## src/rtl/branch_resolve_unit.sv

```systemverilog
// branch_resolve_unit: 2-bit saturating BHT predictor plus EX-stage branch/jump resolution.
// Define BPU_STATS_EN to build the branch and mispredict counters.
module branch_resolve_unit #(
    parameter int BHT_IDX_W = 6
) (
    input  logic        clk_i,
    input  logic        rstn_i,
    input  logic [31:0] ifpc_i,
    output logic        pred_taken_o,
    input  logic        idex_branch_i,
    input  logic        idex_jump_i,
    input  logic        idex_pred_taken_i,
    input  logic        br_taken_i,
    input  logic [31:0] idex_pc_i,
    input  logic [31:0] idex_br_target_i,
    output logic [1:0]  nexttype_o,
    output logic [31:0] correct_pc_o,
    output logic [31:0] branch_count_o,
    output logic [31:0] miss_count_o
);
    localparam int N = 1 << BHT_IDX_W;
    logic [1:0] bht_q [N];
    logic [BHT_IDX_W-1:0] if_idx, ex_idx;
    logic [1:0] ctr, ctr_d;
    logic upd;
    logic unused_pc_bits;
    assign if_idx = ifpc_i[BHT_IDX_W+1:2];
    assign ex_idx = idex_pc_i[BHT_IDX_W+1:2];
    assign unused_pc_bits = ^{ifpc_i[31:BHT_IDX_W+2], ifpc_i[1:0]};
    // Read returns the pre-edge counter; no bypass from a same-cycle update.
    assign pred_taken_o = bht_q[if_idx][1];
    assign nexttype_o = idex_jump_i ? 2'b11 :
                        !idex_branch_i ? 2'b00 :
                        (br_taken_i == idex_pred_taken_i) ? 2'b01 : 2'b10;
    assign correct_pc_o = br_taken_i ? idex_br_target_i : idex_pc_i + 32'd4;
    assign upd = idex_branch_i & ~idex_jump_i;
    assign ctr = bht_q[ex_idx];
    always_comb begin
        ctr_d = br_taken_i ? ((ctr == 2'b11) ? ctr : ctr + 2'd1)
                           : ((ctr == 2'b00) ? ctr : ctr - 2'd1);
    end
    always_ff @(posedge clk_i) begin
        if (!rstn_i) begin
            for (int i = 0; i < N; i++) bht_q[i] <= 2'b10;
        end else if (upd) begin
            bht_q[ex_idx] <= ctr_d;
        end
    end
`ifdef BPU_STATS_EN
    logic [31:0] branch_count_q, miss_count_q;
    always_ff @(posedge clk_i) begin
        if (!rstn_i) begin
            branch_count_q <= '0;
            miss_count_q   <= '0;
        end else begin
            if (upd) branch_count_q <= branch_count_q + 32'd1;
            if (nexttype_o == 2'b10) miss_count_q <= miss_count_q + 32'd1;
        end
    end
    assign branch_count_o = branch_count_q;
    assign miss_count_o   = miss_count_q;
`else
    assign branch_count_o = '0;
    assign miss_count_o   = '0;
`endif
endmodule

```

## config.mk

```make
export PLATFORM = sky130hd
export DESIGN_NAME = branch_resolve_unit
export DESIGN_NICKNAME = d
export VERILOG_FILES = /design/src/rtl/branch_resolve_unit.sv
export SDC_FILE = /design/constraint.sdc
export NUM_CORES = 1
export LEC_CHECK = 0
export ABC_AREA = 0
export ABC_CLOCK_PERIOD_IN_PS = 3250
export CAP_MARGIN = 10
export CELL_PAD_IN_SITES_DETAIL_PLACEMENT = 1
export CELL_PAD_IN_SITES_GLOBAL_PLACEMENT = 1
export CORE_MARGIN = 1
export CORE_UTILIZATION = 45
export CTS_CLUSTER_DIAMETER = 80
export DETAILED_ROUTE_END_ITERATION = 10
export DONT_BUFFER_PORTS = 1
export HOLD_SLACK_MARGIN = 0.12
export PLACE_DENSITY_LB_ADDON = 0.1
export REMOVE_ABC_BUFFERS = 1
export SLEW_MARGIN = 25
export SYNTH_ARGS = -nofsm -noshare
export SYNTH_HDL_FRONTEND = slang
export SYNTH_SLANG_ARGS = --single-unit
```

## constraint.sdc

```tcl
create_clock -name clk_i -period 3.25 [get_ports clk_i]
set_input_delay 0.65 -clock clk_i [delete_from_list [all_inputs] [get_ports clk_i]]
set_output_delay 0.65 -clock clk_i [all_outputs]
set_load 0.02 [all_outputs]
```

==> results.md, run 1 <==
* CP Launch Type: register
* Top_reg_cell synth: edfxtp_1
* Die height at 140.2 um
* R2r endpoint: bht_q[58][0]
* GP Congestion at 0.7993
* Total track usage at 25.39%
* Area Growth Syn to Fin at 7.719%
* Worst reg2reg setup slack at 0.54 ns
* Clock transition at path regs at 0.05 ns
* Crit path top cell by count: mux4_2
* Peak supply drop at 445.6 uV
* First-pass GRT wire length at 37300 um
* Final period util at 97.15%
* Top flop regs: bht_q x128
* Largest reg by FF count: bht_q
* Fin crit period at 3.157 ns
* Hold_buf cts at 0
* Worst setup EP type: primary output
* Reg-to-Reg Start: bht_q[63][0]
* Ant. Diodes at 0
* Crit path max fanout at 2
* Row Count at 50
* Post-synthesis register bit count at 128
* Synth warnings at 0
* HP Class: in -> reg
* Pre-CTS WS at 0.1515 ns
* Final setup margin at 0.09251 ns
* H-tree Lvls at 4
* Synth area leaders: edfxtp_1 (45%), mux2i_1 (7.5%), nor3_2 (7.0%), buf_4 (6.3%), mux4_2 (5.5%)
* Skew final at 0.007777 ns
* Critical path's slowest cell: mux4_2
* TNS Setup at 0 ns
* CTS tree: built
* Most common cell in the netlist: edfxtp_1
* Avg Inst Size Synth at 10.51 um^2
* End point of the critical path: pred_taken_o
* Worst slew margin at 43.45%
* Slew of the pin with the lowest slew margin at 0.8459 ns
* Async set-reset flop share out of synthesis at 0%
* Detailed Place HPWL at 16140 um
* Vias per cell at 5.936
* Arrival time worst endpoint at 2.51 ns
* Worst-skew pair later-pin latency at 0.42 ns
* Fmax at 316.7 MHz
* Setup crit start: bht_q[63][1]
* Post-synth top area share at 44.74%
* Routed len/inst at 23.14 um
* Via count at 6280
* Max reg flops at 128
* Total gr overflow at 0
* Power, Total at 4.137 mW
* Final WL at 24480 um
* Most frequent cells after synthesis: edfxtp_1 (128), o21ai_0 (89), nand2_1 (82)
* Reg2Reg Depth at 8
* Status: finished clean
* Die width at 140.2 um
* Layout cell share with drive strength beyond 1 at 21.12%
* RSZ-0062 raised after global routing: no
* DR DRC count at 0
* Power density cells at 447.1 mW/mm^2
* Max Transition Viols Final at 0
* Count of cell types in the netlist at 41
* Core Area at 0.01871 mm^2
* Iter 0 DRT Violations at 401
* Final count of hold timing violations at 0
* Antenna violations before repair at 2
* Initial Util at 45.93%
* IO buf count at 0
* Clk sinks at 128
* Max cap viols at 0
* Sequential element share of the synthesized area at 44.74%
* Largest net degree at the start of global routing at 74
* Max incr delay on CP at 0.58 ns
* Num CTS Buffers at 17
* Routed Antenna Nets at 0
* # nets final at 916
* Critical path class: reg -> out
* Cell leakage power at 2.889 nW
* Post-synth EDFFs at 128
* DIE AREA at 0.01965 mm^2
* I/O pins at 201
* Drt pass-1 iters at 4
* Bufs on Longest Clock Path at 2
* Number of global-route vias before repair at 6530
* CTS root buffer: clkbuf_16
* Mapped cell area at 0.008591 mm^2
* Area leader, netlist: edfxtp_1
* Final number of setup-violating endpoints at 0
* Crit-path cells: mux4_2 -> mux4_2 -> mux4_2
* Post-Synthesis Cells at 817
* Critical Path RT at 2.60 ns
-- placed cells by master, fill, tap and decap left out, types with 3 or more instances in the layout --
cell | Yosys | final
edfxtp_1 | 128 | 128
o21ai_0 | 89 | 89
nand2_1 | 82 | 82
mux2i_1 | 64 | 64
conb_1 | 1 | 64
nor3_2 | 60 | 61
buf_4 | 72 | 56
nor2_1 | 44 | 44
nand3_1 | 39 | 39
nand4_1 | 28 | 28
a22oi_1 | 28 | 28
mux4_2 | 21 | 21
xor2_1 | 18 | 18
clkbuf_16 | 0 | 17
xnor2_1 | 11 | 11
nor3_1 | 11 | 10
o21ai_1 | 7 | 7
and3_1 | 5 | 5
clkinv_2 | 0 | 5
clkbuf_1 | 47 | 4
buf_12 | 0 | 4
and4_1 | 3 | 3
and2_1 | 3 | 3
inv_1 | 3 | 3
mux2_2 | 3 | 3
-- worst max-delay path: cells and delay by family, from the launching register on --
kind,cells,cell delay [ns]
muxes,3,1.65
DFF,1,0.44
-- layer usage --
layer	vias to the layer above	wire, um	GRT usage, %
met3	44	1228	5.504
met5	-	26	0
met4	4	507	9.080
met1	3185	10330	32.08
li1	2874	-	-
met2	173	12390	42.87
-- logic make-up after synthesis --
group	synth area share, %
compound gates	8.535
xor+xnor	2.957
fa+ha+maj	0.3932
buf+inv	10.44
flops	44.74
mux	13.36
other cells	0.04365
simple gates	19.53
-- cell type report --
class / instances / area (um^2)
Fill cell: 2051 / 9452
Clock buffer: 21 / 440.4
Multi-Input combinational cell: 603 / 4095
Clock inverter: 9 / 70.07
Timing Repair Buffer: 60 / 500.5
Tap cell: 234 / 292.8
Inverter: 3 / 11.26
Sequential cell: 128 / 3844
-- through the flow --
step	instance area [um^2]	utilization [%]	cells	hold WS, ns
2_1_floorplan	7941	-	734	0.8005
3_5_place_dp	8738	46.72	1028	0.8097
3_3_place_gp	8738	46.72	1028	0.8096
4_1_cts	9249	49.44	1058	0.3716
6_report	9254	49.47	1058	0.3910
5_1_grt	9254	49.47	1058	0.3725
-- worst min path at each step --
stage	from	end	slack (ns)	cells after the start
3_3_place_gp	idex_pc_i[4]	bht_q[61][1]	0.81	1
2_1_floorplan	idex_pc_i[4]	bht_q[21][1]	0.80	1
4_1_cts	idex_pc_i[4]	bht_q[21][1]	0.37	1
6_report	idex_pc_i[4]	bht_q[21][1]	0.39	1
5_1_grt	idex_pc_i[7]	bht_q[32][1]	0.37	1
3_5_place_dp	idex_pc_i[4]	bht_q[61][1]	0.81	1
-- timing repair --
item | 4_1_cts | 5_1_grt
endpoints found under the setup margin | 0 | 2
resized for setup | 0 | 1
buffers inserted | 0 | 0
-- power breakdown --
group	internal, mW	switching (mW)
Sequential	1.84	0.00970
Clock	1.03	0.681
Combinational	0.170	0.407
Total	3.04	1.10
Note: power is estimated with default switching activity, not from simulation.
==> inputs of run 2 (changes only) <==
--- a/config.mk
+++ b/config.mk
@@ -8,8 +8,9 @@
 export ABC_AREA = 0
 export ABC_CLOCK_PERIOD_IN_PS = 3250
 export CAP_MARGIN = 10
-export CELL_PAD_IN_SITES_DETAIL_PLACEMENT = 1
+export CELL_PAD_IN_SITES_DETAIL_PLACEMENT = 0
 export CELL_PAD_IN_SITES_GLOBAL_PLACEMENT = 1
+export CORE_ASPECT_RATIO = 0.5
 export CORE_MARGIN = 1
 export CORE_UTILIZATION = 45
 export CTS_CLUSTER_DIAMETER = 80
==> results.md, run 2 (synthesis gave the netlist of run 1 again) <==
* # nets final at 915 (-0.11%)
* Top flop regs: bht_q x128
* Final core occ at 50.86% (+1.4 points)
* Final non-filler cell total at 1085 (+2.6%)
* Area Growth Syn to Fin at 9.671%
* Worst setup EP type: primary output
* DIE AREA at 0.01968 mm^2 (+0.17%)
* Clock transition at path regs at 0.06 ns (about the same)
* Skew final at 0.008446 ns (+0.0006693 ns)
* Drt pass-1 iters at 5 (+1)
* Fin crit period at 3.075 ns (-0.08264 ns)
* Total gr overflow at 0 (unchanged)
* Cell leakage power at 2.943 nW (+1.9%)
* Fmax at 325.2 MHz (+2.7%)
* Peak supply drop at 282.2 uV (-37%)
* Final number of setup-violating endpoints at 0 (unchanged)
* Max reg flops at 128 (unchanged)
* Final count of hold timing violations at 0 (unchanged)
* I/O pins at 201 (unchanged)
* Row Count at 35 (-30%)
* Status: finished clean
* CTS tree: built
* Iter 0 DRT Violations at 499 (+24%)
* First-pass GRT wire length at 34960 um (-6.3%)
* Critical path class: reg -> out
* CTS root buffer: clkbuf_16
* Power, Total at 4.513 mW (+9.1%)
* Die height at 99.70 um (-29%)
* DR DRC count at 0 (unchanged)
* Max Transition Viols Final at 0 (unchanged)
* Crit-path cells: mux4_2 -> mux4_2 -> mux4_2
* Die width at 197.4 um (+41%)
* IO buf count at 0 (unchanged)
* Final WL at 23700 um (-3.2%)
* Power density cells at 479.0 mW/mm^2 (+7.1%)
* Core Area at 0.01852 mm^2 (-0.97%)
* Routed len/inst at 21.84 um (-5.6%)
* Most frequent cells in the layout: edfxtp_1 (128), o21ai_0 (88), nand2_1 (82)
* Critical path's slowest cell: mux4_2
* Critical Path RT at 2.60 ns (about the same)
* Most common cell after layout, fill and taps aside: edfxtp_1
* GP Congestion at 0.7827 (-2.1%)
* Max cap viols at 0 (unchanged)
* Crit path max fanout at 2 (unchanged)
* Layout cell share with drive strength beyond 1 at 21.45% (+0.34 points)
* Hold WS at 0.3950 ns (+0.004006 ns)
* Slew of the pin with the lowest slew margin at 0.8869 ns (+0.04094 ns)
* Via count at 6121 (-2.5%)
* Routed Antenna Nets at 0 (unchanged)
* Vias per cell at 5.641 (-5.0%)
* Clk sinks at 128 (unchanged)
* RSZ-0062 raised after global routing: no
* Total track usage at 24.50% (-0.88 points)
* Largest net degree at the start of global routing at 74 (unchanged)
* Initial Util at 46.38% (+0.45 points)
* Detailed Place HPWL at 15860 um (-1.7%)
* H-tree Lvls at 4 (unchanged)
* Worst-skew pair later-pin latency at 0.41 ns (about the same)
* Fill count at 1676 (-18%)
* Largest reg by FF count: bht_q
* CP Launch Type: register
* Worst slew margin at 40.73% (-2.7 points)
* Final period util at 94.61% (-2.5 points)
* Bufs on Longest Clock Path at 2 (unchanged)
* HP Class: in -> reg
* Top delay family on crit path: multiplexers
* Crit path top cell by count: mux4_2
* DP Cell Count at 1052 (+2.3%)
* CP bufs+invs at 0 (unchanged)
* Number of global-route vias before repair at 5764 (-12%)
* Num CTS Buffers at 17 (unchanged)
* Max incr delay on CP at 0.58 ns (about the same)
* Post-CTS Setup Inserts at 0 (unchanged)
* Arrival time worst endpoint at 2.42 ns (-0.09 ns)
* Antenna violations before repair at 0 (-2)
run 2: area by class of cell:
type | count | area, um^2 | area share (%)
clock buffers | 18 | 429.2 | 4.555
flip-flops and latches | 128 | 3844 | 40.80
well taps | 259 | 324.1 | 3.440
diodes | 1 | 2.502 | 0.02656
inverters | 3 | 11.26 | 0.1195
repair buffers | 59 | 505.5 | 5.365
multi-input cells | 603 | 4090 | 43.41
clock inverters | 14 | 215.2 | 2.284
run 2: worst paths after layout:
check	start	to	slack (ns)	depth (start not counted)
worst max register to register	bht_q[60][0]	bht_q[5][0]	0.70	8
worst max-delay path	bht_q[63][1]	pred_taken_o	0.18	3
worst min register to register	bht_q[2][0]	bht_q[27][1]	1.51	8
worst min-delay path	idex_pc_i[4]	bht_q[29][1]	0.40	1
run 2: through the flow:
step	TNS [ns]	setup slack [ns]	instance area (um^2)
finish	0	0.1751	9422
global route	0	0.01724	9419
CTS	0	0.1563	9419
detailed placement	0	0.1533	8775
global placement	0	0.2120	8775
floorplan	-19.90	-0.2603	7941
run 2: power by group:
group	leakage [nW]	total, mW	internal [mW]	switching [mW]
sequential	1.10	1.85	1.84	0.00902
clock	0.301	2.08	1.36	0.722
combinational	1.54	0.580	0.175	0.405
run 2: what timing repair did:
item,in CTS,in global routing
setup endpoints to repair,0,1
hold buffers,0,0
resized for setup,0,1
run 2: per-layer routing:
metal	up-vias	wire length, um	GRT usage (%)
met5	-	0	0
met4	0	261	6.380
met3	26	1555	3.391
met2	244	11590	41.74
met1	2977	10290	33.02
li1	2874	-	-
